==> config.mk <==
export PLATFORM = sky130hd
export DESIGN_NAME = pc_redirect_ctrl
export DESIGN_NICKNAME = d
export VERILOG_FILES = /design/src/rtl/pc_ctrl_pkg.sv /design/src/rtl/pc_target_sel.sv /design/src/rtl/pc_redirect_ctrl.sv
export SDC_FILE = /design/constraint.sdc
export NUM_CORES = 1
export LEC_CHECK = 0
export BUFFER_PORTS_ARGS = -buffer_cell sky130_fd_sc_hd__buf_2
export CAP_MARGIN = 20
export CORE_UTILIZATION = 50
export CTS_BUF_LIST = sky130_fd_sc_hd__clkbuf_4
export DETAILED_ROUTE_END_ITERATION = 12
export PLACE_DENSITY_LB_ADDON = 0.12
export REMOVE_ABC_BUFFERS = 1
export SLEW_MARGIN = 20
export SYNTH_ARGS = -nofsm -noshare
export SYNTH_HDL_FRONTEND = slang
export SYNTH_SLANG_ARGS = --single-unit
==> constraint.sdc <==
create_clock -name clk -period 2.05 [get_ports clk]
set_input_delay 0.41 -clock clk [delete_from_list [all_inputs] [get_ports clk]]
set_output_delay 0.41 -clock clk [all_outputs]
set_load 0.01 [all_outputs]
==> src/rtl/pc_ctrl_pkg.sv <==
// Shared PC-source select encodings and front-end PC sequencer state type.
// Pure declarations; no logic, no latency.
package pc_ctrl_pkg;

  localparam logic [1:0] PC_4      = 2'b00;
  localparam logic [1:0] PC_IMM    = 2'b01;
  localparam logic [1:0] PC_IMMRS1 = 2'b10;

  typedef enum logic [1:0] {
    BOOT = 2'd0,
    RUN  = 2'd1,
    PEND = 2'd2
  } pc_state_e;

endpackage

==> src/rtl/pc_target_sel.sv <==
// Redirect target mux with JALR bit-0 clear, misalign detect and word-alignment force.
// Purely combinational (0 cycles); no handshake, never backpressures.
module pc_target_sel
  import pc_ctrl_pkg::*;
#(
  parameter int XLEN = 32
) (
  input  logic [1:0]      branch_ctrl,
  input  logic [XLEN-1:0] pc_imm,
  input  logic [XLEN-1:0] pc_immrs1,
  output logic            is_redirect_sel,
  output logic [XLEN-1:0] target,
  output logic            misalign
);

  logic [XLEN-1:0] raw_target;

  always_comb begin
    raw_target      = '0;
    is_redirect_sel = 1'b0;
    case (branch_ctrl)
      PC_IMM: begin
        raw_target      = pc_imm;
        is_redirect_sel = 1'b1;
      end
      PC_IMMRS1: begin
        raw_target      = {pc_immrs1[XLEN-1:1], 1'b0};
        is_redirect_sel = 1'b1;
      end
      default: begin
        raw_target      = '0;
        is_redirect_sel = 1'b0;
      end
    endcase
  end

  // A misaligned target is still taken, just forced onto a word boundary.
  assign misalign = |raw_target[1:0];
  assign target   = {raw_target[XLEN-1:2], 2'b00};

endmodule

==> src/rtl/pc_redirect_ctrl.sv <==
// PC register, fetch request and IF/ID, ID/EX stall/flush control; redirect reaches pc 1 cycle after the fetch is accepted.
// Fetch held while imem_ready=0; optional perf counters under PC_REDIRECT_PERF_EN.
module pc_redirect_ctrl
  import pc_ctrl_pkg::*;
#(
  parameter int              XLEN     = 32,
  parameter logic [XLEN-1:0] RESET_PC = '0
) (
  input  logic            clk,
  input  logic            rst,
  input  logic [1:0]      branch_ctrl,
  input  logic            ex_valid,
  input  logic [XLEN-1:0] pc_imm,
  input  logic [XLEN-1:0] pc_immrs1,
  input  logic            load_use,
  input  logic            imem_ready,
  output logic            imem_req,
  output logic [XLEN-1:0] pc,
  output logic            if_id_stall,
  output logic            if_id_flush,
  output logic            id_ex_flush,
`ifdef PC_REDIRECT_PERF_EN
  output logic [31:0]     perf_redirects,
  output logic [31:0]     perf_stall_cycles,
`endif
  output logic            target_misalign
);

  pc_state_e       state;
  logic [XLEN-1:0] pend_target;
  logic [XLEN-1:0] target;
  logic            is_redirect_sel;
  logic            misalign;
  logic            redirect;
  logic            active;

  pc_target_sel #(
    .XLEN(XLEN)
  ) u_target_sel (
    .branch_ctrl    (branch_ctrl),
    .pc_imm         (pc_imm),
    .pc_immrs1      (pc_immrs1),
    .is_redirect_sel(is_redirect_sel),
    .target         (target),
    .misalign       (misalign)
  );

  assign redirect = ex_valid && is_redirect_sel;
  assign active   = !rst && (state == RUN || state == PEND);

  always_comb begin
    imem_req        = 1'b0;
    if_id_stall     = 1'b0;
    if_id_flush     = 1'b0;
    id_ex_flush     = 1'b0;
    target_misalign = 1'b0;
    if (active) begin
      imem_req        = 1'b1;
      target_misalign = redirect && misalign;
      if (state == RUN) begin
        // Redirect squashes the younger instructions, so it overrides the load-use hold.
        if (redirect) begin
          if_id_flush = 1'b1;
          id_ex_flush = 1'b1;
        end else if (load_use) begin
          if_id_stall = 1'b1;
          id_ex_flush = 1'b1;
        end
      end else begin
        // The word returning for the old pc is wrong-path and must not enter IF/ID.
        if_id_flush = redirect || imem_ready;
        id_ex_flush = redirect;
      end
    end
  end

  always_ff @(posedge clk) begin
    if (rst) begin
      state       <= BOOT;
      pc          <= RESET_PC;
      pend_target <= '0;
    end else begin
      case (state)
        BOOT: state <= RUN;
        RUN: begin
          if (redirect) begin
            if (imem_ready) begin
              pc <= target;
            end else begin
              pend_target <= target;
              state       <= PEND;
            end
          end else if (!load_use && imem_ready) begin
            pc <= pc + XLEN'(4);
          end
        end
        PEND: begin
          if (redirect) begin
            pend_target <= target;
          end
          // The newest redirect wins if it lands in the same cycle the stalled fetch completes.
          if (imem_ready) begin
            pc    <= redirect ? target : pend_target;
            state <= RUN;
          end
        end
        default: state <= BOOT;
      endcase
    end
  end

`ifdef PC_REDIRECT_PERF_EN
  always_ff @(posedge clk) begin
    if (rst) begin
      perf_redirects    <= '0;
      perf_stall_cycles <= '0;
    end else begin
      if (active && redirect && perf_redirects != '1) begin
        perf_redirects <= perf_redirects + 32'd1;
      end
      if (if_id_stall && perf_stall_cycles != '1) begin
        perf_stall_cycles <= perf_stall_cycles + 32'd1;
      end
    end
  end
`endif

endmodule

==> impl_metrics.ini <==
[outcome]
status = complete, no violations

[clock_network]
cts_buffer_depth = 2
cts_tree = built
clk_latency_ns = 0.41
clk_pin_slew_worst_paths_ns = 0.12
root_buffer = clkbuf_4
cts_buffers = 9
cts_sinks = 66
cts_max_level = 3

[routing]
drt_first_pass_iters = 5
avgRoutedWirePerCell_um = 16.6
drt-total-wl_um = 12500
via_per_inst = 6.05
antenna_left = 0
num_vias = 4549
drc = 0
drt_iter0_markers = 290

[layout]
final_cell_mix = buf_2, dfxtp_1, nor2_1
synthToLayoutAreaGrowth_pct = 29.1
mostFrequentLayoutCell = buf_2
nets = 723
fillCellCount = 689
insertedDiodeCount = 0
drive_above_1_share = 0.312

[setup_path]
cpPeakStageDelay_ns = 0.38
r2r-end = pc[26]
crit_cells = 5
crit_type = flop to output port
reg2reg_slack_ns = 0.09
start_kind = flop
rr_startpoint = state[1]
critPathTopFamily = flip-flops
crit_start = state[0]
crit_required_ns = 1.64
slowest_stage = dfxtp_4
timing.critical_path.cells = inv_2, ha_4, nand2_2, nor3_1, buf_2
path_buf_inv = 2
r2r_cells = 7
crit_path_max_fanout = 5
arrival_ns = 1.56
critical_path.endpoint = if_id_stall
cp-end-kind = output port

[synth]
synth_top_area_frac = 0.327
ys_seq_elements = 66
ys_top_cells_by_area = dfxtp_1, a22o_1, a22oi_1
synthCells = 515
yosysWarnings = 0
synth_cell_types = 57
synth-edff-count = 0
syn_area_um2 = 4040
synth-seq-area-share = 0.327
synth_largest_area_cell = dfxtp_1
ys.flop_type = dfxtp_1
synth_async_sr_flop_share = 0
avgSynthCellArea_um2 = 7.84

[power]
p_switching_uw = 1190
internal-power_uw = 2240
powerDensity_nw_per_um2 = 658
p_leak_uw = 0.00222
p_clk_frac = 0.250
p_seq_frac = 0.423
irDropWorstVdd_v = 0.000330
p_sw_frac = 0.348
p_comb_frac = 0.327

[sta]
skew_ns = 0.0143
hold_viol = 0
min_period_ns = 1.97
finalCritPeriodShare = 0.963
finalSetupTns_ns = 0
worst_slew_pin_slew_ns = 0.681
fmax_mhz = 507
maxSlewHeadroom = 0.546
setup_viol = 0
slew_violations = 0
setup_ws_ns = 0.0761
rsz0062_at_grt = yes

[place]
dp_hpwl_um = 8690
io_buffers = 106
dp_slack_ns = -0.283
gp_congestion = 0.898

[floorplanning]
start_util = 0.519
die_area_um2 = 8430
core-area_um2 = 7770
io_pins = 108
row_count = 32
die_x_um = 91.8
die_y_um = 91.8

[grt]
grt_pass1_vias = 4349
overflow = 0
grt_first_pass_wirelength_um = 20500
grt_usage = 0.303
grt_max_degree = 62
antenna_found_initial = 0

[min_path]
hold_class = primary input to flop

[job]
max_cap_violations = 0
## sequential cells by signal, indices dropped and copies added (netlist names)
signal       flops
pend_target     32
state            2
pc              32
## how the worst min path moves through the flow
stage                               from         endpoint  slack, ns  cells after the start
after floorplan           pend_target[0]            pc[0]       0.44                      2
after global placement             pc[0]            pc[0]       0.46                      2
after detailed placement           pc[0]            pc[0]       0.47                      2
after CTS                     imem_ready         state[1]       0.35                      4
after global routing       pc_immrs1[29]  pend_target[29]       0.36                      4
final                      pc_immrs1[30]  pend_target[30]       0.37                      4
## power by group through the flow
stage          logic (µW)  clock network [µW]  registers, µW
2_1_floorplan         510                   0           1510
3_3_place_gp         1040                   0           1470
3_5_place_dp         1070                   0           1470
4_1_cts              1090                 875           1440
5_1_grt              1220                 948           1460
6_report             1120                 857           1450
## logic make-up (layout without fill, tap and decap cells)
kind of cell / count (synthesis) / in the layout / synth area share
compound gates: 183 / 183 / 0.314
xor+xnor: 8 / 8 / 0.0174
fa+ha+maj: 7 / 7 / 0.0217
buf+inv: 60 / 195 / 0.0577
flops: 66 / 66 / 0.327
mux: 6 / 6 / 0.0155
simple gates: 185 / 185 / 0.247
## per-layer routing
layer | up-vias | wire, µm | global-route usage
met4 | 0 | 158 | 0.105
met2 | 198 | 6160 | 0.522
met1 | 2135 | 5280 | 0.381
met5 | - | 0 | 0
met3 | 19 | 870 | 0.0539
li1 | 2197 | - | -
## what timing repair did
| item | CTS | global route |
|---|---|---|
| gates resized for setup | 7 | 11 |
| endpoints found under the hold margin | 0 | 0 |
| buffers inserted | 1 | 0 |
| hold buffers | 0 | 0 |
| endpoints found under the setup margin | 14 | 21 |
| pin swaps | 0 | 1 |
## layout make-up
| cell class | count | area (µm²) | area share |
|---|---|---|---|
| sequential | 66 | 1330 | 0.255 |
| clock buffer | 10 | 75.1 | 0.0144 |
| tap | 102 | 128 | 0.0245 |
| inverter | 16 | 60.1 | 0.0115 |
| clock inverter | 6 | 57.6 | 0.0110 |
| multi-input combinational | 389 | 2530 | 0.486 |
| timing repair buffer | 163 | 1030 | 0.198 |
## worst min-delay path: stages
cell and delay [ns]:
buf_2 0.07, a22o_1 0.13, a22oi_1 0.07, nor2_1 0.07
## synthesized netlist by cell type (all sizes together), types with 5 or more instances
| master | n |
|---|---|
| nand2 | 42 |
| clkbuf | 33 |
| buf | 11 |
| nand4 | 9 |
| dfxtp | 66 |
| o21ai | 34 |
| a22oi | 30 |
| inv | 16 |
| a31oi | 10 |
| ha | 7 |
| a22o | 30 |
| a211oi | 12 |
| o211ai | 7 |
| nor4 | 8 |
| a311oi | 5 |
| nand3 | 25 |
| and3 | 9 |
| a21oi | 34 |
| nor3 | 8 |
| nor2 | 57 |
| nand3b | 9 |
| a31o | 5 |
## metrics by stage
stage	instances	util	power (µW)	hold WS, ns	instance area [µm²]
after floorplan	471	-	2020	0.437	3860
after global placement	735	0.645	2510	0.459	5010
after detailed placement	735	0.645	2540	0.465	5010
after CTS	752	0.667	3410	0.355	5180
after global routing	752	0.671	3620	0.364	5210
final	752	0.671	3430	0.374	5210
Power figures use the tool's default switching activity.
